File: config.mk
export PLATFORM = sky130hd
export DESIGN_NAME = starship_fault_gen_flat
export DESIGN_NICKNAME = d
export VERILOG_FILES = /design/src/rtl/starship_pkg.sv /design/src/rtl/starship_fault_gen_if.sv /design/src/rtl/starship_lfsr16.sv /design/src/rtl/starship_fault_gen.sv /design/src/flat_wrapper.sv
export SDC_FILE = /design/constraint.sdc
export NUM_CORES = 1
export LEC_CHECK = 0
export CORE_ASPECT_RATIO = 2
export CORE_MARGIN = 5
export CORE_UTILIZATION = 45
export CTS_CLUSTER_SIZE = 12
export DETAILED_ROUTE_END_ITERATION = 8
export GPL_ROUTABILITY_DRIVEN = 0
export PLACE_DENSITY_LB_ADDON = 0.25
export SYNTH_ARGS = -nofsm -noshare
export SYNTH_HDL_FRONTEND = slang
export SYNTH_SLANG_ARGS = --single-unit
File: constraint.sdc
create_clock -name timer_clk -period 2.6 [get_ports timer_clk]
set_input_delay 0.52 -clock timer_clk [delete_from_list [all_inputs] [get_ports timer_clk]]
set_output_delay 0.52 -clock timer_clk [all_outputs]
set_load 0.02 [all_outputs]
File: src/rtl/starship_pkg.sv
// Shared types and constants for the starship fault-injection logic.
// Latency: n/a (declarations only).
// Backpressure: n/a (declarations only).
//
// Contents: one-hot state encoding of the fault generator, LFSR feedback
// polynomial, repair-combo fallback value, maximum subsystem count and a
// helper that turns an LFSR nibble into a legal (non-zero) repair combo.
package starship_pkg;

    // Upper bound on breakable subsystems; target_idx is 3 bits wide.
    localparam int MAX_SUB = 8;

    // Galois feedback taps for the 16-bit right-shifting LFSR (maximal length).
    localparam logic [15:0] LFSR_POLY = 16'hB400;

    // A combo of zero is not a usable repair code, so it is replaced by this.
    localparam logic [3:0] COMBO_FALLBACK = 4'hF;

    typedef enum logic [3:0] {
        ST_IDLE     = 4'b0001,
        ST_COOLDOWN = 4'b0010,
        ST_SELECT   = 4'b0100,
        ST_REQUEST  = 4'b1000
    } fg_state_t;

    function automatic logic [3:0] combo_from_nibble(input logic [3:0] nib);
        return (nib == 4'h0) ? COMBO_FALLBACK : nib;
    endfunction

endpackage

File: src/rtl/starship_fault_gen_if.sv
// Break-request bus between the fault generator and the subsystem FSMs.
// Latency: n/a (wiring only).
// Backpressure: none; a request is held until the subsystem reports broken.
//
// Signals:
//   broken     per-subsystem broken status (acknowledge), driven by subsystems
//   break_req  one-hot break request, driven by the fault generator
//   random_hex repair combo for the current target, never zero
//   target_idx index of the current or most recent target
interface starship_fault_gen_if #(
    parameter int NUM_SUB = 4
);
    logic [NUM_SUB-1:0] broken;
    logic [NUM_SUB-1:0] break_req;
    logic [3:0]         random_hex;
    logic [2:0]         target_idx;

    modport master (
        input  broken,
        output break_req,
        output random_hex,
        output target_idx
    );

    modport slave (
        output broken,
        input  break_req,
        input  random_hex,
        input  target_idx
    );
endinterface

File: src/rtl/starship_lfsr16.sv
// 16-bit Galois LFSR, right shifting, reusable random source for the game.
// Latency: new value one timer_clk edge after each enabled cycle.
// Backpressure: none; en simply freezes the sequence.
//
// Ports:
//   timer_clk  clock
//   Reset      asynchronous active-high reset, loads SEED
//   en         advance the sequence on this edge
//   lfsr       current register value
// SEED must be nonzero: with a maximal polynomial the all-zero state is then
// unreachable, so no lock-up recovery logic is needed.
module starship_lfsr16
    import starship_pkg::*;
#(
    parameter logic [15:0] SEED = 16'hACE1
) (
    input  logic        timer_clk,
    input  logic        Reset,
    input  logic        en,
    output logic [15:0] lfsr
);

    always_ff @(posedge timer_clk or posedge Reset) begin
        if (Reset) begin
            lfsr <= SEED;
        end else if (en) begin
            lfsr <= {1'b0, lfsr[15:1]} ^ (lfsr[0] ? LFSR_POLY : 16'h0000);
        end
    end

endmodule

File: src/rtl/starship_fault_gen.sv
// Fault-injection initiator: schedules random break events on the subsystems.
// Latency: request asserted 1 tick after SELECT entry; outputs all registered.
// Backpressure: request held until broken[target] (ack) or REQ_TIMEOUT ticks.
//
// Ports:
//   timer_clk      slow game tick clock
//   Reset          asynchronous active-high reset
//   play_flag      game running; low forces IDLE
//   gameover_ctrl  game over; high forces IDLE (wins over play_flag)
//   sub            break bus (master side): broken in; break_req, random_hex,
//                  target_idx out
//   busy           high while a request is outstanding
//   breaks_issued  saturating count of acknowledged breaks this game
// Optional build macro FAULT_GEN_RAMP_EN: cooldown base shrinks by one every
// RAMP_STEP acknowledged breaks (floor 1); otherwise the base is MIN_GAP.
module starship_fault_gen
    import starship_pkg::*;
#(
    parameter int          NUM_SUB     = 4,
    parameter logic [15:0] LFSR_SEED   = 16'hACE1,
    parameter int          MIN_GAP     = 8,
    parameter logic [7:0]  GAP_MASK    = 8'h0F,
    parameter int          REQ_TIMEOUT = 16,
    parameter int          RAMP_STEP   = 4
) (
    input  logic                 timer_clk,
    input  logic                 Reset,
    input  logic                 play_flag,
    input  logic                 gameover_ctrl,
    starship_fault_gen_if.master sub,
    output logic                 busy,
    output logic [7:0]           breaks_issued
);

    fg_state_t   state;
    logic [15:0] gap_cnt;
    logic [7:0]  to_cnt;
    logic [15:0] lfsr;
    logic        abort;
    logic        ack;
    logic        found;
    logic [2:0]  pick;
    logic [MAX_SUB-1:0] broken_pad;
    logic [7:0]  gap_base;
    logic [7:0]  gap_base_ack;
    logic        unused_lfsr_bit;

    // Free-running: the sequence advances every tick whatever the state.
    starship_lfsr16 #(
        .SEED (LFSR_SEED)
    ) u_lfsr (
        .timer_clk (timer_clk),
        .Reset     (Reset),
        .en        (1'b1),
        .lfsr      (lfsr)
    );

    // Bit 3 is not used by any of the random fields below.
    assign unused_lfsr_bit = lfsr[3];

    assign abort = gameover_ctrl | ~play_flag;

    // Pad non-existent subsystems as "broken" so they are never chosen and
    // the 3-bit indices can address the vector directly.
    always_comb begin
        broken_pad              = '1;
        broken_pad[NUM_SUB-1:0] = sub.broken;
    end

    assign ack = broken_pad[sub.target_idx];

    // Target pick: start at lfsr[2:0] mod NUM_SUB, rotate upward to the first
    // subsystem that is not already broken. Scanning from the far end lets the
    // closest candidate overwrite the others.
    always_comb begin
        found = 1'b0;
        pick  = 3'd0;
        for (int k = NUM_SUB - 1; k >= 0; k--) begin
            if (!broken_pad[3'((int'(lfsr[2:0]) % NUM_SUB + k) % NUM_SUB)]) begin
                found = 1'b1;
                pick  = 3'((int'(lfsr[2:0]) % NUM_SUB + k) % NUM_SUB);
            end
        end
    end

    function automatic logic [15:0] gap_load(input logic [7:0] base,
                                             input logic [7:0] field);
        return {8'h00, base} + {8'h00, field & GAP_MASK};
    endfunction

`ifdef FAULT_GEN_RAMP_EN
    logic [7:0] ramp_cnt;

    // Base in effect after the acknowledge currently being taken, so the
    // cooldown that follows the RAMP_STEP-th break already uses the new base.
    assign gap_base_ack = (ramp_cnt == 8'(RAMP_STEP - 1) && gap_base > 8'd1)
                        ? gap_base - 8'd1 : gap_base;

    always_ff @(posedge timer_clk or posedge Reset) begin
        if (Reset) begin
            gap_base <= 8'(MIN_GAP);
            ramp_cnt <= 8'd0;
        end else if (abort) begin
            gap_base <= 8'(MIN_GAP);
            ramp_cnt <= 8'd0;
        end else if (state == ST_REQUEST && ack) begin
            if (ramp_cnt == 8'(RAMP_STEP - 1)) begin
                ramp_cnt <= 8'd0;
                gap_base <= gap_base_ack;
            end else begin
                ramp_cnt <= ramp_cnt + 8'd1;
            end
        end
    end
`else
    localparam int unused_ramp_step = RAMP_STEP;

    assign gap_base     = 8'(MIN_GAP);
    assign gap_base_ack = gap_base;
`endif

    always_ff @(posedge timer_clk or posedge Reset) begin
        if (Reset) begin
            state          <= ST_IDLE;
            gap_cnt        <= 16'd0;
            to_cnt         <= 8'd0;
            sub.break_req  <= '0;
            sub.random_hex <= COMBO_FALLBACK;
            sub.target_idx <= 3'd0;
            busy           <= 1'b0;
            breaks_issued  <= 8'd0;
        end else if (abort) begin
            // random_hex, target_idx and breaks_issued keep their values.
            state         <= ST_IDLE;
            sub.break_req <= '0;
            busy          <= 1'b0;
        end else begin
            unique case (state)
                ST_IDLE: begin
                    state         <= ST_COOLDOWN;
                    gap_cnt       <= gap_load(gap_base, lfsr[11:4]);
                    breaks_issued <= 8'd0;
                end
                ST_COOLDOWN: begin
                    if (gap_cnt <= 16'd1) begin
                        gap_cnt <= 16'd0;
                        state   <= ST_SELECT;
                    end else begin
                        gap_cnt <= gap_cnt - 16'd1;
                    end
                end
                ST_SELECT: begin
                    // With every subsystem broken we simply wait here.
                    if (found) begin
                        sub.target_idx <= pick;
                        sub.random_hex <= combo_from_nibble(lfsr[15:12]);
                        sub.break_req  <= {{(NUM_SUB-1){1'b0}}, 1'b1} << pick;
                        busy           <= 1'b1;
                        to_cnt         <= 8'd0;
                        state          <= ST_REQUEST;
                    end
                end
                ST_REQUEST: begin
                    // Acknowledge is tested first so it wins over timeout.
                    if (ack) begin
                        sub.break_req <= '0;
                        busy          <= 1'b0;
                        if (breaks_issued != 8'hFF) begin
                            breaks_issued <= breaks_issued + 8'd1;
                        end
                        gap_cnt <= gap_load(gap_base_ack, lfsr[11:4]);
                        state   <= ST_COOLDOWN;
                    end else if (to_cnt == 8'(REQ_TIMEOUT - 1)) begin
                        sub.break_req <= '0;
                        busy          <= 1'b0;
                        gap_cnt       <= gap_load(gap_base, lfsr[11:4]);
                        state         <= ST_COOLDOWN;
                    end else begin
                        to_cnt <= to_cnt + 8'd1;
                    end
                end
                default: begin
                    state         <= ST_IDLE;
                    sub.break_req <= '0;
                    busy          <= 1'b0;
                end
            endcase
        end
    end

endmodule
File: src/flat_wrapper.sv
// flat-port wrapper written by rule: the top's interface ports become plain ports
module starship_fault_gen_flat import starship_pkg::*;
#(
    parameter int          NUM_SUB     = 4,
    parameter logic [15:0] LFSR_SEED   = 16'hACE1,
    parameter int          MIN_GAP     = 8,
    parameter logic [7:0]  GAP_MASK    = 8'h0F,
    parameter int          REQ_TIMEOUT = 16,
    parameter int          RAMP_STEP   = 4
)
  (timer_clk, Reset, play_flag, gameover_ctrl, busy, breaks_issued, sub_broken, sub_break_req, sub_random_hex, sub_target_idx);
  starship_fault_gen_if #(.NUM_SUB(NUM_SUB)) sub_i ();
  input  logic timer_clk;
  input  logic Reset;
  input  logic play_flag;
  input  logic gameover_ctrl;
  output logic busy;
  output logic [7:0] breaks_issued;
  input wire logic [$bits(sub_i.broken)-1:0] sub_broken;
  output wire logic [$bits(sub_i.break_req)-1:0] sub_break_req;
  output wire logic [$bits(sub_i.random_hex)-1:0] sub_random_hex;
  output wire logic [$bits(sub_i.target_idx)-1:0] sub_target_idx;
  assign sub_i.broken = sub_broken;
  assign sub_break_req = sub_i.break_req;
  assign sub_random_hex = sub_i.random_hex;
  assign sub_target_idx = sub_i.target_idx;
  starship_fault_gen #(.NUM_SUB(NUM_SUB), .LFSR_SEED(LFSR_SEED), .MIN_GAP(MIN_GAP), .GAP_MASK(GAP_MASK), .REQ_TIMEOUT(REQ_TIMEOUT), .RAMP_STEP(RAMP_STEP)) u_core (.timer_clk(timer_clk), .Reset(Reset), .play_flag(play_flag), .gameover_ctrl(gameover_ctrl), .sub(sub_i), .busy(busy), .breaks_issued(breaks_issued));
endmodule
After elaboration in Yosys (flattened, before gate mapping)
Index checks and enable logic that the tools add are counted.
W data, S select, Z words.
- add/subtract/negate cells: 7
- order comparisons: 6
- multiplexer cells: 50
- divide/modulo/power cells: 0
- bitwise operators: 7
- shifts and indexed selects: 1
- multiply operators: 0
- equal/unequal tests: 16
- reduce and logical (&&, ||, !) cells: 14
- operator list (operator ; number):
    $mux W16 ; 4
    $pmux W16 S3 ; 1
    $mux W4 ; 10
    $mux W8 ; 5
    $pmux W8 S2 ; 2
    $add A8 B1 Y8 const B ; 2
    $le A16 B1 Y1 const B ; 1
    $mux W1 ; 16
    $pmux W4 S4 ; 1
    $sub A16 B1 Y16 const B ; 1
    $xor A15 B16 Y16 ; 1
    $lt A3 B5 Y1 const B ; 3
    $bmux W1 S3 ; 4
    $mux W3 ; 4
    $pmux W4 S3 ; 1
    $reduce_and A3 Y1 ; 4
    $ne A3 B1 Y1 const B ; 3
    $eq A8 B4 Y1 const B ; 1
    $ne A2 B1 Y1 const B ; 4
    $ne A8 B8 Y1 const B ; 1
    $reduce_or A2 Y1 ; 4
    $add A4 B4 Y5 const A ; 1
    $reduce_and A5 Y1 ; 1
    $add A2 B2 Y2 const B ; 2
    19 further kinds ; 24
- output and inout bits: 20
- logic and storage cells: 110
- memory bits (read-only): 0
- register bits: 64
- bits in writable memories: 0
- memories kept: 0
- input port bits: 8
- latch bits: 0

Longest topological paths before layout
- depth in word-level cells: 14
- gate-level depth with buffers: 7
- depth with buffers taken out: 6

Hierarchy
Synthesis repeated with hierarchy kept, for this count alone.
- cell total of the unflattened synthesis: 347
- area total of the unflattened synthesis: 3592.2 µm²
- by module, submodules not included (module ; cells an instance ; seq. area each (µm²) ; area each (µm²) ; instances):
    starship_fault_gen ; 306 ; 1182.4 ; 2932.8 ; 1
    starship_lfsr16 ; 41 ; 410.4 ; 659.4 ; 1

Worst setup path before layout
Ideal clock, no wire load.
- kind: reg-to-reg
- start: register u_core.gap_cnt[6]
- end: register u_core.gap_cnt[13]
- library setup time: 0.125 ns
- period minus slack after synthesis: 2.315 ns
- data required time: 2.475 ns
- stages on the path, launching flop included: 7
- data arrival time: 2.190 ns
- slack: 0.285 ns
- buffers on the path: 1
- cell sequence: dfrtp_1 -> or4_4 -> or4_4 -> buf_6 -> o211ai_2 -> nor3_2 -> mux2_2
- word-level cells in the longest chain between the ends: 3
- elaborated cells between the ends (all ways): 4
- those cells by class: add/sub (1); order compare (1); mux (2)
- RTL lines (item ; RTL line ; RTL):
    start: declaration ; starship_fault_gen.sv:36 ; logic [15:0] gap_cnt;
    start signal: assignment ; starship_fault_gen.sv:141 ; gap_cnt <= gap_load(gap_base, lfsr[11:4]);
    start signal: assignment ; starship_fault_gen.sv:149 ; gap_cnt <= gap_cnt - 16'd1;
    start signal: assignment ; starship_fault_gen.sv:171 ; gap_cnt <= gap_load(gap_base_ack, lfsr[11:4]);
    $sub A16 B1 Y16 or $le A16 B1 Y1 (tied branches) ; starship_fault_gen.sv:149, starship_fault_gen.sv:145 ;
    $mux W16 * ; starship_fault_gen.sv:145 ; if (gap_cnt <= 16'd1) begin
    $pmux W16 S3 * ; starship_fault_gen.sv:138 ; unique case (state)
Every way passes the cells marked *; elsewhere a longest branch is shown, timed or not.
A chain may end at the register's enable or synchronous reset.

Worst setup path after layout
- start: input sub_broken[3]
- end: register u_core.to_cnt[7]
- word-level cells in the longest chain between the ends: 9
- elaborated cells between the ends (all ways): 20
- those cells by class: eq/ne (2); mux (17); reduce/logical (1)
- RTL lines (item ; RTL line ; RTL):
    start: declaration ; flat_wrapper.sv:19 ; input wire logic [$bits(sub_i.broken)-1:0] sub_broken;
    $bmux W1 S3 ; starship_fault_gen.sv:79 ; if (!broken_pad[3'((int'(lfsr[2:0]) % NUM_SUB + k) % NUM_SUB)]) begin
    $mux W1 (not written as such) (2 in a row) ; starship_fault_gen.sv:79 ;
    $mux W1 (4 in a row) ; starship_fault_gen.sv:79 ;
    $ne A2 B1 Y1 (no line) ; - ;
    $reduce_and A5 Y1 (no line) * ; - ;
    end signal: assignment ; starship_fault_gen.sv:179 ; to_cnt <= to_cnt + 8'd1;
    end: declaration ; starship_fault_gen.sv:37 ; logic [7:0] to_cnt;
Every way passes the cells marked *; elsewhere a longest branch is shown, timed or not. The select of a mux whose other input is x is not followed.

==> results.json <==
{
  "fin_nets": 385,
  "io_pins": 28,
  "final_area_mm2": 0.00403,
  "synth_seq_cells": 63,
  "n_antenna_cell": 0,
  "multi_input_area_mm2": 0.00144,
  "hold_viol": 0,
  "ys.flop_type": "dfrtp_1",
  "cts_hold_buf": 0,
  "synthArstFlopShare_pct": 100,
  "skew_ns": 0.00560,
  "synth_top_area_share_pct": 39.8,
  "start_util_pct": 45.6,
  "end_kind": "flop",
  "vias": 2693,
  "wl_per_cell_um": 16.3,
  "ant_nets": 0,
  "area_growth_pct": 28.2,
  "drv_slew": 0,
  "cts_tree": "yes",
  "cts_buffer_depth": 2,
  "cts_buffers": 9,
  "fin_hold_ws_ns": 0.347,
  "power_leakage_uw": 0.00179,
  "ctsResizeCount": 0,
  "total_power_uw": 2550,
  "yosys.area.top_type": "dfrtp_1",
  "track_usage_pct": 17.8,
  "maxSlewHeadroom_pct": 55.5,
  "finalCriticalPeriod_ns": 2.47,
  "fp.dieH_um": 128,
  "drive_gt1_share_pct": 19.8,
  "ys_top_cells_by_area": "dfrtp_1 (40%), dfstp_2 (11%), o21ai_0 (4.6%), nand2_1 (3.6%), nor3_1 (3.3%)",
  "dieWidth_um": 69.1,
  "first_global_vias": 2688,
  "crit_fanout": 6,
  "clkSinkCount": 63,
  "path_class": "in2reg",
  "wirelength_um": 7640,
  "busiest_layer": "met2",
  "synthDistinctLibCells": 50,
  "syn_inst": 317,
  "synth_area_mm2": 0.00314,
  "gr-usage-met2_pct": 34.1,
  "final_cell_mix": "dfrtp_1 (50), buf_4 (33), nand2_1 (30), o21ai_0 (29), clkdlybuf4s50_1 (26)",
  "grt_antenna_before_repair": 0,
  "cts-root-buf": "clkbuf_16",
  "drc": 0,
  "yosysWarnings": 0,
  "grt_pass1_wl_um": 12500,
  "path_clk_slew_ns": 0.06,
  "first_pass_iters": 4,
  "die-area_mm2": 0.00885,
  "fin_crit_sh_pct": 95.2,
  "rsz0062_at_grt": "false",
  "clk_latency_ns": 0.33,
  "status": "completed",
  "syn_area_per_cell_um2": 9.91,
  "ys_seq_area_share_pct": 50.7,
  "core_area_mm2": 0.00689,
  "fillers": 635,
  "arrival_ns": 2.73,
  "post_cts_buffers": 0,
  "cp_data_required_time_ns": 2.86,
  "regArea_mm2": 0.00159,
  "synth_nets": 329,
  "setup-tns-final_ns": 0,
  "viasPerCell": 5.75,
  "io_buffers": 26,
  "placed_area_mm2": 0.00371,
  "ir_drop_v": 0.000474,
  "dp_hpwl_um": 5600,
  "fp-row-count": 43,
  "worst_slew_pin_slew_ns": 0.651,
  "setup_viol": 0,
  "synth-edff-count": 0,
  "grt_start_max_net_pins": 42,
  "final_common_cell": "dfrtp_1",
  "grt_util_met1_pct": 17.8,
  "first_iter_violations": 96,
  "cts_htree_levels": 3,
  "pwr_density_cell_mw_per_mm2": 633,
  "hold_class": "reg2reg",
  "grt_overflow": 0,
  "drv_cap": 0,
  "met3_usage_pct": 4.00,
  "critPathLaunchType": "input pin",
  "fmax_mhz": 404
}
==> worst max-delay path, stage by stage <==
cell	delay, ns
clkdlybuf4s50_1	0.42
mux4_2	0.53
a311o_1	0.36
a21o_1	0.23
or4_1	0.52
a21oi_1	0.15
==> stage by stage <==
step / cells / worst slack [ns] / util [%]
6_report: 468 / 0.125 / 58.5
5_1_grt: 468 / 0.0501 / 58.5
4_1_cts: 468 / 0.126 / 58.5
3_5_place_dp: 452 / -0.203 / 53.9
3_3_place_gp: 452 / -0.147 / 53.9
2_1_floorplan: 317 / 0.285 / -
==> layout make-up <==
cell class	instances	share of cell area (%)
multi-input combinational	229	35.8
inverter	10	0.932
sequential	63	39.6
clock inverter	6	2.14
clock buffer	10	5.69
tap	90	2.80
timing repair buffer	60	13.1
==> report_power, final <==
group	internal [uW]	switching [uW]	leakage [uW]	total [uW]
combinational	106	152	0.000817	257
sequential	1000	22.4	0.000824	1020
clock	836	433	0.000152	1270
total	1940	607	0.00179	2550
==> path summary, 6_finish.rpt <==
kind / start / end / slack (ns) / cells past startpoint
max in group asynchronous: Reset / u_core.u_lfsr.lfsr[15]$_DFF_PP1_ / 1.40 / 3
setup / recovery: sub_broken[3] / u_core.to_cnt[7]$_DFFE_PP0P_ / 0.13 / 6
min in group asynchronous: Reset / u_core.gap_cnt[0]$_DFFE_PP0P_ / 0.55 / 2
hold reg to reg: u_core.u_lfsr.lfsr[9]$_DFF_PP0_ / u_core.u_lfsr.lfsr[8]$_DFF_PP0_ / 0.35 / 0
setup reg to reg: u_core.gap_cnt[7]$_DFFE_PP0P_ / u_core.gap_cnt[14]$_DFFE_PP0P_ / 0.25 / 6
hold / removal: u_core.u_lfsr.lfsr[9]$_DFF_PP0_ / u_core.u_lfsr.lfsr[8]$_DFF_PP0_ / 0.35 / 0
==> kinds of logic (layout without fill, tap and decap cells) <==
| family | Yosys count | in the layout | share of synthesized area (%) |
|---|---|---|---|
| XOR/XNOR | 8 | 8 | 2.23 |
| multiplexers | 3 | 3 | 1.43 |
| AO/OA/AOI/OAI | 85 | 85 | 18.5 |
| adder cells (fa/ha/maj) | 4 | 4 | 1.59 |
| other | 1 | 1 | 0.119 |
| buffers and inverters | 25 | 86 | 3.66 |
| AND/OR/NAND/NOR | 128 | 128 | 21.8 |
| flip-flops | 63 | 63 | 50.7 |
==> cells in the mapped netlist, types with 2 or more instances <==
master,n
a22o_1,8
or4_1,7
and3_1,2
nor4b_1,4
or4_4,2
o2bb2ai_1,3
nand2_1,30
nor2_1,19
or3_1,3
nand4_1,5
nand2b_1,5
nor3_1,21
a21oi_1,11
o22ai_1,2
o32ai_1,2
or4b_2,2
a21o_1,8
o21ai_0,29
buf_2,2
xnor2_1,3
nor4_1,9
buf_6,2
xor2_1,5
nand3_1,12
dfstp_2,13
o31ai_1,11
a21boi_0,2
dfrtp_1,50
ha_1,4
mux2_2,2
inv_1,10
clkbuf_1,10
o211ai_1,2
==> layer usage <==
layer / up-vias / share of wire, %
met5: - / 0
met4: 0 / 2.6
met3: 14 / 3.1
met2: 44 / 56
met1: 1344 / 39
li1: 1291 / -
==> registers in the layout (all words and copies together), names as in the netlist <==
name,flops
u_core.breaks_issued,8
u_core.sub.target_idx,2
u_core.u_lfsr.lfsr,16
u_core.gap_cnt,16
u_core.sub.break_req,4
u_core.sub.random_hex,4
u_core.to_cnt,8
u_core.busy,1
u_core.state,4
(Power assumes the default switching activity.)
